==> config.mk <==
export PLATFORM = sky130hd
export DESIGN_NAME = xm23_timer_dev_flat
export DESIGN_NICKNAME = d
export VERILOG_FILES = /design/src/rtl/xm23_dev_pkg.sv /design/src/rtl/xm23_timer_dev_if.sv /design/src/rtl/tmr_prescaler.sv /design/src/rtl/xm23_timer_dev.sv /design/src/flat_wrapper.sv
export SDC_FILE = /design/constraint.sdc
export NUM_CORES = 1
export LEC_CHECK = 0
export ABC_AREA = 1
export ABC_CLOCK_PERIOD_IN_PS = 1900
export BUFFER_PORTS_ARGS = -buffer_cell sky130_fd_sc_hd__buf_2
export CORE_UTILIZATION = 50
export DETAILED_ROUTE_END_ITERATION = 8
export GPL_ROUTABILITY_DRIVEN = 0
export PLACE_DENSITY = 0.83
export REMOVE_ABC_BUFFERS = 1
export SETUP_SLACK_MARGIN = 0.05
export SLEW_MARGIN = 0
export SYNTH_ARGS = -nofsm -noshare
export SYNTH_HDL_FRONTEND = slang
export SYNTH_SLANG_ARGS = --single-unit
==> constraint.sdc <==
create_clock -name Clock -period 1.9 [get_ports Clock]
set_input_delay 0.38 -clock Clock [delete_from_list [all_inputs] [get_ports Clock]]
set_output_delay 0.38 -clock Clock [all_outputs]
set_load 0.1 [all_outputs]
==> src/rtl/xm23_dev_pkg.sv <==
// Shared device-memory indices, CSR bit positions and timer FSM encoding
// for the xm23 device block.
package xm23_dev_pkg;

    localparam int KB_CSR   = 0;
    localparam int KB_DATA  = 1;
    localparam int SCR_CSR  = 2;
    localparam int SCR_DATA = 3;
    localparam int TMR_CSR  = 4;
    localparam int TMR_DATA = 5;

    localparam int CSR_IE   = 0;
    localparam int CSR_DBA  = 2;
    localparam int CSR_OF   = 3;
    localparam int CSR_ENA  = 4;
    localparam int CSR_MODE = 5;

    typedef enum logic {
        IDLE = 1'b0,
        RUN  = 1'b1
    } tmr_state_e;

endpackage

==> src/rtl/xm23_timer_dev_if.sv <==
// CPU-side device-memory strobe bus into the timer.
interface xm23_timer_dev_if;
    logic       wr_en;
    logic       rd_en;
    logic       reg_sel;
    logic [7:0] wr_data;

    modport master (output wr_en, output rd_en, output reg_sel, output wr_data);
    modport slave  (input  wr_en, input  rd_en, input  reg_sel, input  wr_data);
endinterface

==> src/rtl/tmr_prescaler.sv <==
// Tick generator: counts 0..PRESCALE-1 while run is high, pulses tick on the
// wrap cycle, and snaps back to 0 whenever run drops.
module tmr_prescaler #(
    parameter int PRESCALE = 50
) (
    input  logic Clock,
    input  logic Reset_n,
    input  logic run,
    output logic tick
);
    localparam logic [15:0] LAST = 16'(PRESCALE - 1);

    logic [15:0] cnt_q, cnt_d;

    assign tick = run && (cnt_q == LAST);

    always_comb begin
        cnt_d = 16'd0;
        if (run && !tick) begin
            cnt_d = cnt_q + 16'd1;
        end
    end

    always_ff @(negedge Clock) begin
        if (!Reset_n) begin
            cnt_q <= 16'd0;
        end else begin
            cnt_q <= cnt_d;
        end
    end
endmodule

==> src/rtl/xm23_timer_dev.sv <==
// Programmable interval timer for device-memory slots TMR_CSR/TMR_DATA.
// Build option: define TMR_ONESHOT_EN to add the CSR MODE (one-shot) bit.
module xm23_timer_dev
    import xm23_dev_pkg::*;
#(
    parameter int PRESCALE = 50,
    parameter int CNT_W    = 8
) (
    input  logic             Clock,
    input  logic             Reset_n,
    xm23_timer_dev_if.slave  bus,
    output logic [7:0]       csr_o,
    output logic [7:0]       data_o,
    output logic [CNT_W-1:0] count_o,
    output logic             irq_o
);
    tmr_state_e       state_q, state_d;
    logic             ie_q, ie_d, ena_q, ena_d, mode_q, mode_d;
    logic             dba_q, dba_d, of_q, of_d, irq_q, irq_d;
    logic [CNT_W-1:0] period_q, period_d, count_q, count_d;
    logic             csr_wr, data_wr, ena_w, mode_w, run, tick, expiry;
    logic             unused_wr_bits;

    assign csr_wr  = bus.wr_en && !bus.reg_sel;
    assign data_wr = bus.wr_en && bus.reg_sel;
    assign ena_w   = csr_wr ? bus.wr_data[CSR_ENA] : ena_q;
`ifdef TMR_ONESHOT_EN
    assign mode_w  = csr_wr ? bus.wr_data[CSR_MODE] : mode_q;
`else
    assign mode_w  = 1'b0;
`endif
    assign unused_wr_bits = ^{bus.wr_data[7:5], bus.wr_data[3:1]};

    // Dropping ENA or writing the period in this cycle holds the prescaler at 0
    // and suppresses any tick, so a pending expiry is discarded.
    assign run = (state_q == RUN) && ena_w && !data_wr;

    tmr_prescaler #(.PRESCALE(PRESCALE)) u_presc (
        .Clock   (Clock),
        .Reset_n (Reset_n),
        .run     (run),
        .tick    (tick)
    );

    always_comb begin
        ie_d     = ie_q;
        period_d = period_q;
        count_d  = count_q;
        dba_d    = dba_q;
        of_d     = of_q;
        expiry   = 1'b0;
        irq_d    = ie_q & dba_q;

        if (csr_wr) begin
            ie_d = bus.wr_data[CSR_IE];
        end

        if (data_wr) begin
            period_d = CNT_W'(bus.wr_data);
            count_d  = '0;
        end else if (tick) begin
            if (count_q == period_q - CNT_W'(1)) begin
                count_d = '0;
                expiry  = 1'b1;
            end else begin
                count_d = count_q + CNT_W'(1);
            end
        end

        // Read-clear lands before the expiry so a coincident event survives.
        if (bus.rd_en) begin
            dba_d = 1'b0;
            of_d  = 1'b0;
        end
        if (expiry) begin
            of_d  = of_d | dba_d;
            dba_d = 1'b1;
        end

        mode_d  = mode_w;
        ena_d   = ena_w && !(expiry && mode_w);
        state_d = (ena_d && (period_d != '0)) ? RUN : IDLE;
    end

    always_ff @(negedge Clock) begin
        if (!Reset_n) begin
            state_q  <= IDLE;
            ie_q     <= 1'b0;
            ena_q    <= 1'b0;
            mode_q   <= 1'b0;
            dba_q    <= 1'b0;
            of_q     <= 1'b0;
            irq_q    <= 1'b0;
            period_q <= '0;
            count_q  <= '0;
        end else begin
            state_q  <= state_d;
            ie_q     <= ie_d;
            ena_q    <= ena_d;
            mode_q   <= mode_d;
            dba_q    <= dba_d;
            of_q     <= of_d;
            irq_q    <= irq_d;
            period_q <= period_d;
            count_q  <= count_d;
        end
    end

    always_comb begin
        csr_o           = 8'h00;
        csr_o[CSR_IE]   = ie_q;
        csr_o[CSR_DBA]  = dba_q;
        csr_o[CSR_OF]   = of_q;
        csr_o[CSR_ENA]  = ena_q;
        csr_o[CSR_MODE] = mode_q;
    end

    assign data_o  = 8'(period_q);
    assign count_o = count_q;
    assign irq_o   = irq_q;
endmodule

==> src/flat_wrapper.sv <==
// flat-port wrapper written by rule: the top's interface ports become plain ports
module xm23_timer_dev_flat import xm23_dev_pkg::*;
#(
    parameter int PRESCALE = 50,
    parameter int CNT_W    = 8
)
  (Clock, Reset_n, csr_o, data_o, count_o, irq_o, bus_wr_en, bus_rd_en, bus_reg_sel, bus_wr_data);
  xm23_timer_dev_if bus_i ();
  input  logic Clock;
  input  logic Reset_n;
  output logic [7:0] csr_o;
  output logic [7:0] data_o;
  output logic [CNT_W-1:0] count_o;
  output logic irq_o;
  input wire logic [$bits(bus_i.wr_en)-1:0] bus_wr_en;
  input wire logic [$bits(bus_i.rd_en)-1:0] bus_rd_en;
  input wire logic [$bits(bus_i.reg_sel)-1:0] bus_reg_sel;
  input wire logic [$bits(bus_i.wr_data)-1:0] bus_wr_data;
  assign bus_i.wr_en = bus_wr_en;
  assign bus_i.rd_en = bus_rd_en;
  assign bus_i.reg_sel = bus_reg_sel;
  assign bus_i.wr_data = bus_wr_data;
  xm23_timer_dev #(.PRESCALE(PRESCALE), .CNT_W(CNT_W)) u_core (.Clock(Clock), .Reset_n(Reset_n), .bus(bus_i), .csr_o(csr_o), .data_o(data_o), .count_o(count_o), .irq_o(irq_o));
endmodule
==> results.md, run 1 <==
- ANT nets after route: 0
- Async SR Flop Fraction: 0%
- Die W: 67.8 um
- Number of synthesized flops with an enable pin: 0
- Status: complete, but fails checks
- Worst-margin pin slew: between 0.5 and 0.6 ns
- DRT Wirelength: 12500 um
- Largest cells by area after synthesis: dfxtp_1 (35%), nand2_1 (13%), nor2_1 (8.8%)
- Vias in the first global route: about 3000
- Final Hold Fails: 0
- Post-synth top cells: nand2_1 (76), nor2_1 (51), inv_1 (40)
- Die area: 0.00460 sq mm
- Initial Util: 53.0%
- Leakage Power: 1.80 nW
- # DRC: ~120
- R2r endpoint: u_core.count_o[7]$_SDFFE_NP0P_
- YS warnings: 0
- Slew Viols, Final: 0
- DR vias/cell: 6.62
- Pwr dens: 736 mW/mm^2
- Reg2reg setup slack: -0.56 ns
- Fillers: 120
- Critical Path Sink Type: register
- Reg2reg start: u_core.data_o[0]$_SDFF_NN0_
- Worst hold path type: register to register
- CTS tree: built
- Layout Cells excl Fill: 487
- Syn avg cell area: 6.83 sq um
- RSZ-0062 raised after global routing: true
- Final setup violation count: a little over 50
- Pin count of the biggest net entering global routing: 12
- CTS H-tree depth: 2
- Antenna violations before repair: 0
- Die H: between 60 and 70 um
- CP Launch Type: register
- Core region area: 0.00409 sq mm
- Worst setup margin: -0.564 ns
- CTS buffer count: 5
- N_diodes: 0
- PortBufs: 33
- Sequential fraction of the synthesis area: 35.1%
- Worst-path clk slew: 0.13 ns
- Distinct cells, synth: 37
- CP Data Required Time: 3.12 ns
- Synth top area share: 35.1%
- Most common cell in the synthesized netlist: nand2_1
- Max capacitance violation total: 0
- Achievable Freq: 406 MHz
- Area leader, netlist: dfxtp_1
- Post-DR wirelength/cell: 25.6 um
- Final hold slack: 0.483 ns
- CTS Sinks: 38
- Critical path arrival: between 3 and 4 ns
- Mapped cell area: 0.00216 sq mm
- Layout Skew: 0.0753 ns
- Placed cells: 426
- Hold Path Stages: 1
- Grt ovf: 0
- Worst Hold End: u_core.u_presc.cnt_q[0]$_SDFF_NN0_
- Failing checks: DRC, setup timing
- Layout net count: roughly 450
- Hold path startpoint: u_core.u_presc.cnt_q[0]$_SDFF_NN0_
- First-pass GRT wire length: approximately 14000 um
- Later-pin clock latency in the skew report: 0.44 ns
- WS Path Type: register to register
- Synthesis-to-layout area growth: 73.9%
- R2r worst-path depth: 12
- Synth Instances: between 300 and 400
- Pre-Repair DR Iteration Count: 9
- Share of layout cells above drive strength 1: 42.8%
- 1st-iter DRT viols: 687
- Vias: 3225
- Max rail drop VDD: 0.000701 V
- Clk buf depth: 2
- Most used DFF post-synth: dfxtp_1
- I/O Pins: 38
- CTS root buffer: clkbuf_8
- Total track usage: 41.7%
- CP max FO: 7
- Period utilisation layout: 130%
- Post-DP HPWL: 3920 um
- Cell Rows: 23
- Seq cells post-synth: 38
- Final min period: about 2.5 ns
- Rel. slew slack: 62.4%
[per-stage QoR]
step / area, sq um / setup WS [ns] / power, mW / TNS [ns] / utilization [%]
5_1_grt: 3760 / -0.696 / 2.80 / -19.45 / 92.1
2_1_floorplan: 2090 / -0.549 / 1.21 / -20.04 / -
3_3_place_gp: 2900 / -0.667 / 1.35 / -17.27 / 70.9
3_5_place_dp: 2900 / -0.773 / 1.36 / -19.88 / 70.9
4_1_cts: 3460 / -0.353 / 2.47 / -13.13 / 84.7
6_report: 3760 / -0.564 / 2.77 / -17.27 / 92.1
[kinds of logic (layout without fill, tap and decap cells)]
family / after synthesis / count (layout) / synth area share (%)
adder cells (fa/ha/maj): 4 / 4 / 2.31
buffers and inverters: 57 / 174 / 11.7
flip-flops: 38 / 38 / 35.1
other: 1 / 4 / 0.173
AND/OR/NAND/NOR: 181 / 181 / 39.2
XOR/XNOR: 10 / 10 / 4.05
multiplexers: 3 / 3 / 1.39
AO/OA/AOI/OAI: 23 / 23 / 6.01
[cell type report]
class                           count  area (sq um)  share of cell area (%)
Clock buffer                        5          68.8                    1.83
Inverter                           44           173                    4.59
Timing Repair Buffer               85           952                    25.3
Sequential cell                    38           800                    21.2
Multi-Input combinational cell    225          1510                    40.0
Tap cell                           50          62.6                    1.66
Clock inverter                     40           203                    5.38
[repair_timing]
action | in CTS | in global routing
pin swaps | 16 | 20
hold buffers | 0 | 0
cloned | 1 | 0
setup buffers | 11 | 10
endpoints found under the setup margin | 52 | 56
resized for setup | 66 | 68
[power breakdown]
part           switching (mW)  total, mW  internal, mW  leakage [nW]
Sequential             0.0215      0.834         0.813         0.319
Combinational           0.373      0.570         0.197          1.21
Clock                   0.739       1.37         0.626         0.267
Total                    1.13       2.77          1.64          1.80
[critical path: stages (launching register included)]
cell and delay, ns:
dfxtp_4 0.39, buf_4 0.15, inv_1 0.19, ha_1 0.31, xnor2_1 0.23, nor2_1 0.27
nand2_1 0.12, nor2_1 0.19, nand3_4 0.15, nand2_4 0.14, inv_2 0.06, nand2_2 0.06
nor2_1 0.04
[per-layer routing]
layer	part of all wire, %	up-vias	global-route usage, %
met2	41	438	68.6
met5	0	-	0
li1	-	1210	-
met4	12	0	35.9
met1	32	1389	40.4
met3	14	188	16.4
[cells in the final DEF (no fill, tap or decap), types with 6 or more instances in the layout]
master   count
nor2_4      10
inv_1       75
xnor2_1      6
nor2_1      40
buf_2       10
dfxtp_2     16
a21oi_2      6
nand2_1     68
nor3_1       6
nand3_1     10
buf_12      22
nand2_4      8
nor2_2       7
buf_4       39
dfxtp_1     17
buf_6       11
[state kept, by name (all words and copies together), names as in the netlist]
register / count
u_core.ena_q: 1
u_core.state_q: 1
u_core.u_presc.cnt_q: 16
u_core.dba_q: 1
u_core.irq_o: 1
u_core.ie_q: 1
u_core.data_o: 8
u_core.count_o: 8
u_core.of_q: 1
[worst max path at each step]
| stage | start | to | cells past startpoint |
|---|---|---|---|
| global route | u_core.data_o[0]$_SDFF_NN0_ | u_core.count_o[7]$_SDFFE_NP0P_ | 12 |
| detailed placement | bus_reg_sel | u_core.count_o[5]$_SDFFE_NP0P_ | 13 |
| floorplan | bus_reg_sel | u_core.count_o[7]$_SDFFE_NP0P_ | 9 |
| global placement | bus_reg_sel | u_core.count_o[5]$_SDFFE_NP0P_ | 13 |
| finish | u_core.data_o[0]$_SDFF_NN0_ | u_core.count_o[7]$_SDFFE_NP0P_ | 12 |
| CTS | u_core.dba_q$_SDFF_NN0_ | csr_o[2] | 1 |
No activity file was read; power rests on OpenSTA's default activity.
==> run 2, diff against run 1 <==
--- a/config.mk
+++ b/config.mk
@@ -10,7 +10,7 @@
 export BUFFER_PORTS_ARGS = -buffer_cell sky130_fd_sc_hd__buf_2
 export CORE_UTILIZATION = 50
 export DETAILED_ROUTE_END_ITERATION = 8
-export GPL_ROUTABILITY_DRIVEN = 0
+export GPL_ROUTABILITY_DRIVEN = 1
 export PLACE_DENSITY = 0.83
 export REMOVE_ABC_BUFFERS = 1
 export SETUP_SLACK_MARGIN = 0.05
==> constraint.sdc (replaced) <==
create_clock -name Clock -period 1.9 [get_ports Clock]
set_input_delay 0.38 -clock Clock [delete_from_list [all_inputs] [get_ports Clock]]
set_output_delay 0.38 -clock Clock [all_outputs]
set_load 0.02 [all_outputs]
==> run 2 against run 1 <==
The flow finishes with violations (setup timing). Worst setup slack improved by 0.20 ns. Clock skew fell by 0.034 ns. Core utilization is 12 points lower.
==> results.md, run 2 (synthesized netlist as in run 1, its figures left out) <==
- Status: complete, but fails checks
- Failing checks: setup timing
- R2r worst-path depth: 14
- CTS buffer count: 5
- Worst-path clk slew: 0.05 ns
- Later-pin clock latency in the skew report: 0.39 ns
- Leakage Power: about 1.6 nW
- CTS root buffer: clkbuf_8
- Antenna violations before repair: 0
- Register name with the most flops: u_core.u_presc.cnt_q
- Pin count of the biggest net entering global routing: 12
- Worst hold path type: register to register
- Slew Viols, Final: 0
- DR vias/cell: 5.73
- Layout Skew: 0.0416 ns
- Worst setup margin: -0.361 ns
- Critical path arrival: roughly 1.6 ns
- # DRC: 0
- Core region area: 0.00409 sq mm
- Clk buf depth: 2
- Post-route cell area: 0.00329 sq mm
- Placer Congestion: between 0.8 and 0.9
- Die area: approximately 0.0046 sq mm
- CP Launch Type: input port
- Core Util, Final: 80.5%
- Post-DP HPWL: 3630 um
- I/O Pins: 38
- Layout net count: 443
- Fillers: 218
- Largest register FFs: 16
- CTS H-tree depth: 2
- CP Data Required Time: 1.21 ns
- WS Path Type: input port to register
- Most common cell after layout, fill and taps aside: inv_1
- Vias in the first global route: around 2500
- Share of layout cells above drive strength 1: a little over a third
- Max capacitance violation total: 0
- Total track usage: 32.0%
- PortBufs: 33
- Final Hold Fails: 0
- Initial Util: 53.0%
- Crit path largest cell delay: 0.20 ns
- CP Cell Sequence: buf_8 > nand2_4 > nand2_2 > nor2_4 > nand3_2 > nor2_4 > nand3_4 > nand2_8 > inv_2 > nand2_2 > nor2_2
- Cell Rows: 23
- Final hold slack: 0.465 ns
- DP Area: 0.00257 sq mm
- Synthesis-to-layout area growth: 52.0%
- Commonest cells after routing, fill and taps aside: inv_1 (76), nand2_1 (70), nor2_1 (46)
- ANT nets after route: 0
- Critical path's slowest cell: nor2_4
- RSZ-0062 raised after global routing: true
- First-pass GRT wire length: ~11000 um
- Die H: 67.8 um
- Pre-Repair DR Iteration Count: 6
- CP max FO: 7
- Final setup violation count: 48
- Max rail drop VDD: 0.000561 V
- Critical Path Sink Type: register
- Post-DR wirelength/cell: 17.4 um
- CTS Sinks: 38
- N_diodes: 0
- Vias: 2735
- Die W: 67.8 um
- Pwr dens: 688 mW/mm^2
- CTS tree: built
- Grt ovf: 0
- Hold Path Stages: 1
- 1st-iter DRT viols: between 300 and 400
- DRT Wirelength: 8320 um
run 2: worst paths after layout:
kind,startpoint,endpoint,slack (ns)
worst max-delay path,bus_reg_sel,u_core.count_o[7]$_SDFFE_NP0P_,-0.36
worst min-delay path,u_core.u_presc.cnt_q[0]$_SDFF_NN0_,u_core.u_presc.cnt_q[0]$_SDFF_NN0_,0.47
worst max register to register,u_core.data_o[0]$_SDFF_NN0_,u_core.count_o[7]$_SDFFE_NP0P_,-0.20
worst min register to register,u_core.u_presc.cnt_q[0]$_SDFF_NN0_,u_core.u_presc.cnt_q[0]$_SDFF_NN0_,0.47
run 2: final cells by class:
class                           count  area (sq um)  area share [%]
Clock inverter                     41           181            5.52
Inverter                           44           170            5.17
Tap cell                           50          62.6            1.90
Sequential cell                    38           787            23.9
Clock buffer                        5          68.8            2.09
Multi-Input combinational cell    226          1360            41.4
Timing Repair Buffer               73           658            20.0
run 2: timing repair:
item / 4_1_cts / 5_1_grt
buffers inserted: 6 / 1
endpoints found under the hold margin: 0 / 0
setup endpoints to repair: 49 / 53
pin swaps: 10 / 17
hold buffers: 0 / 0
resized for setup: 93 / 35
gates cloned: 2 / 0
run 2: worst max-delay path, delay by kind of cell:
| kind | cells | cell delay [ns] |
|---|---|---|
| and+or+nand+nor | 9 | 1.04 |
| buffers and inverters | 2 | 0.15 |
run 2: through the flow:
stage / setup WS [ns] / instances / power [mW] / setup TNS (ns)
final: -0.361 / 477 / 2.26 / -11.31
after floorplan: -0.537 / 308 / 1.11 / -11.60
after global routing: -0.400 / 477 / 2.35 / -12.68
after CTS: -0.275 / 477 / 2.16 / -10.25
after global placement: -0.692 / 424 / 1.20 / -17.71
after detailed placement: -0.750 / 424 / 1.20 / -19.11
run 2: where the power goes:
part	internal, mW	switching, mW	total [mW]
combinational	0.148	0.210	0.358
sequential	0.819	0.0124	0.832
clock	0.490	0.584	1.07
run 2: per-layer routing:
metal / GRT usage [%] / part of all wire [%] / vias to the layer above
met5: 0 / 0 / -
met4: 21.1 / 7.2 / 0
met3: 12.0 / 9.9 / 71
met2: 52.8 / 47 / 233
met1: 33.8 / 36 / 1236
li1: - / - / 1195
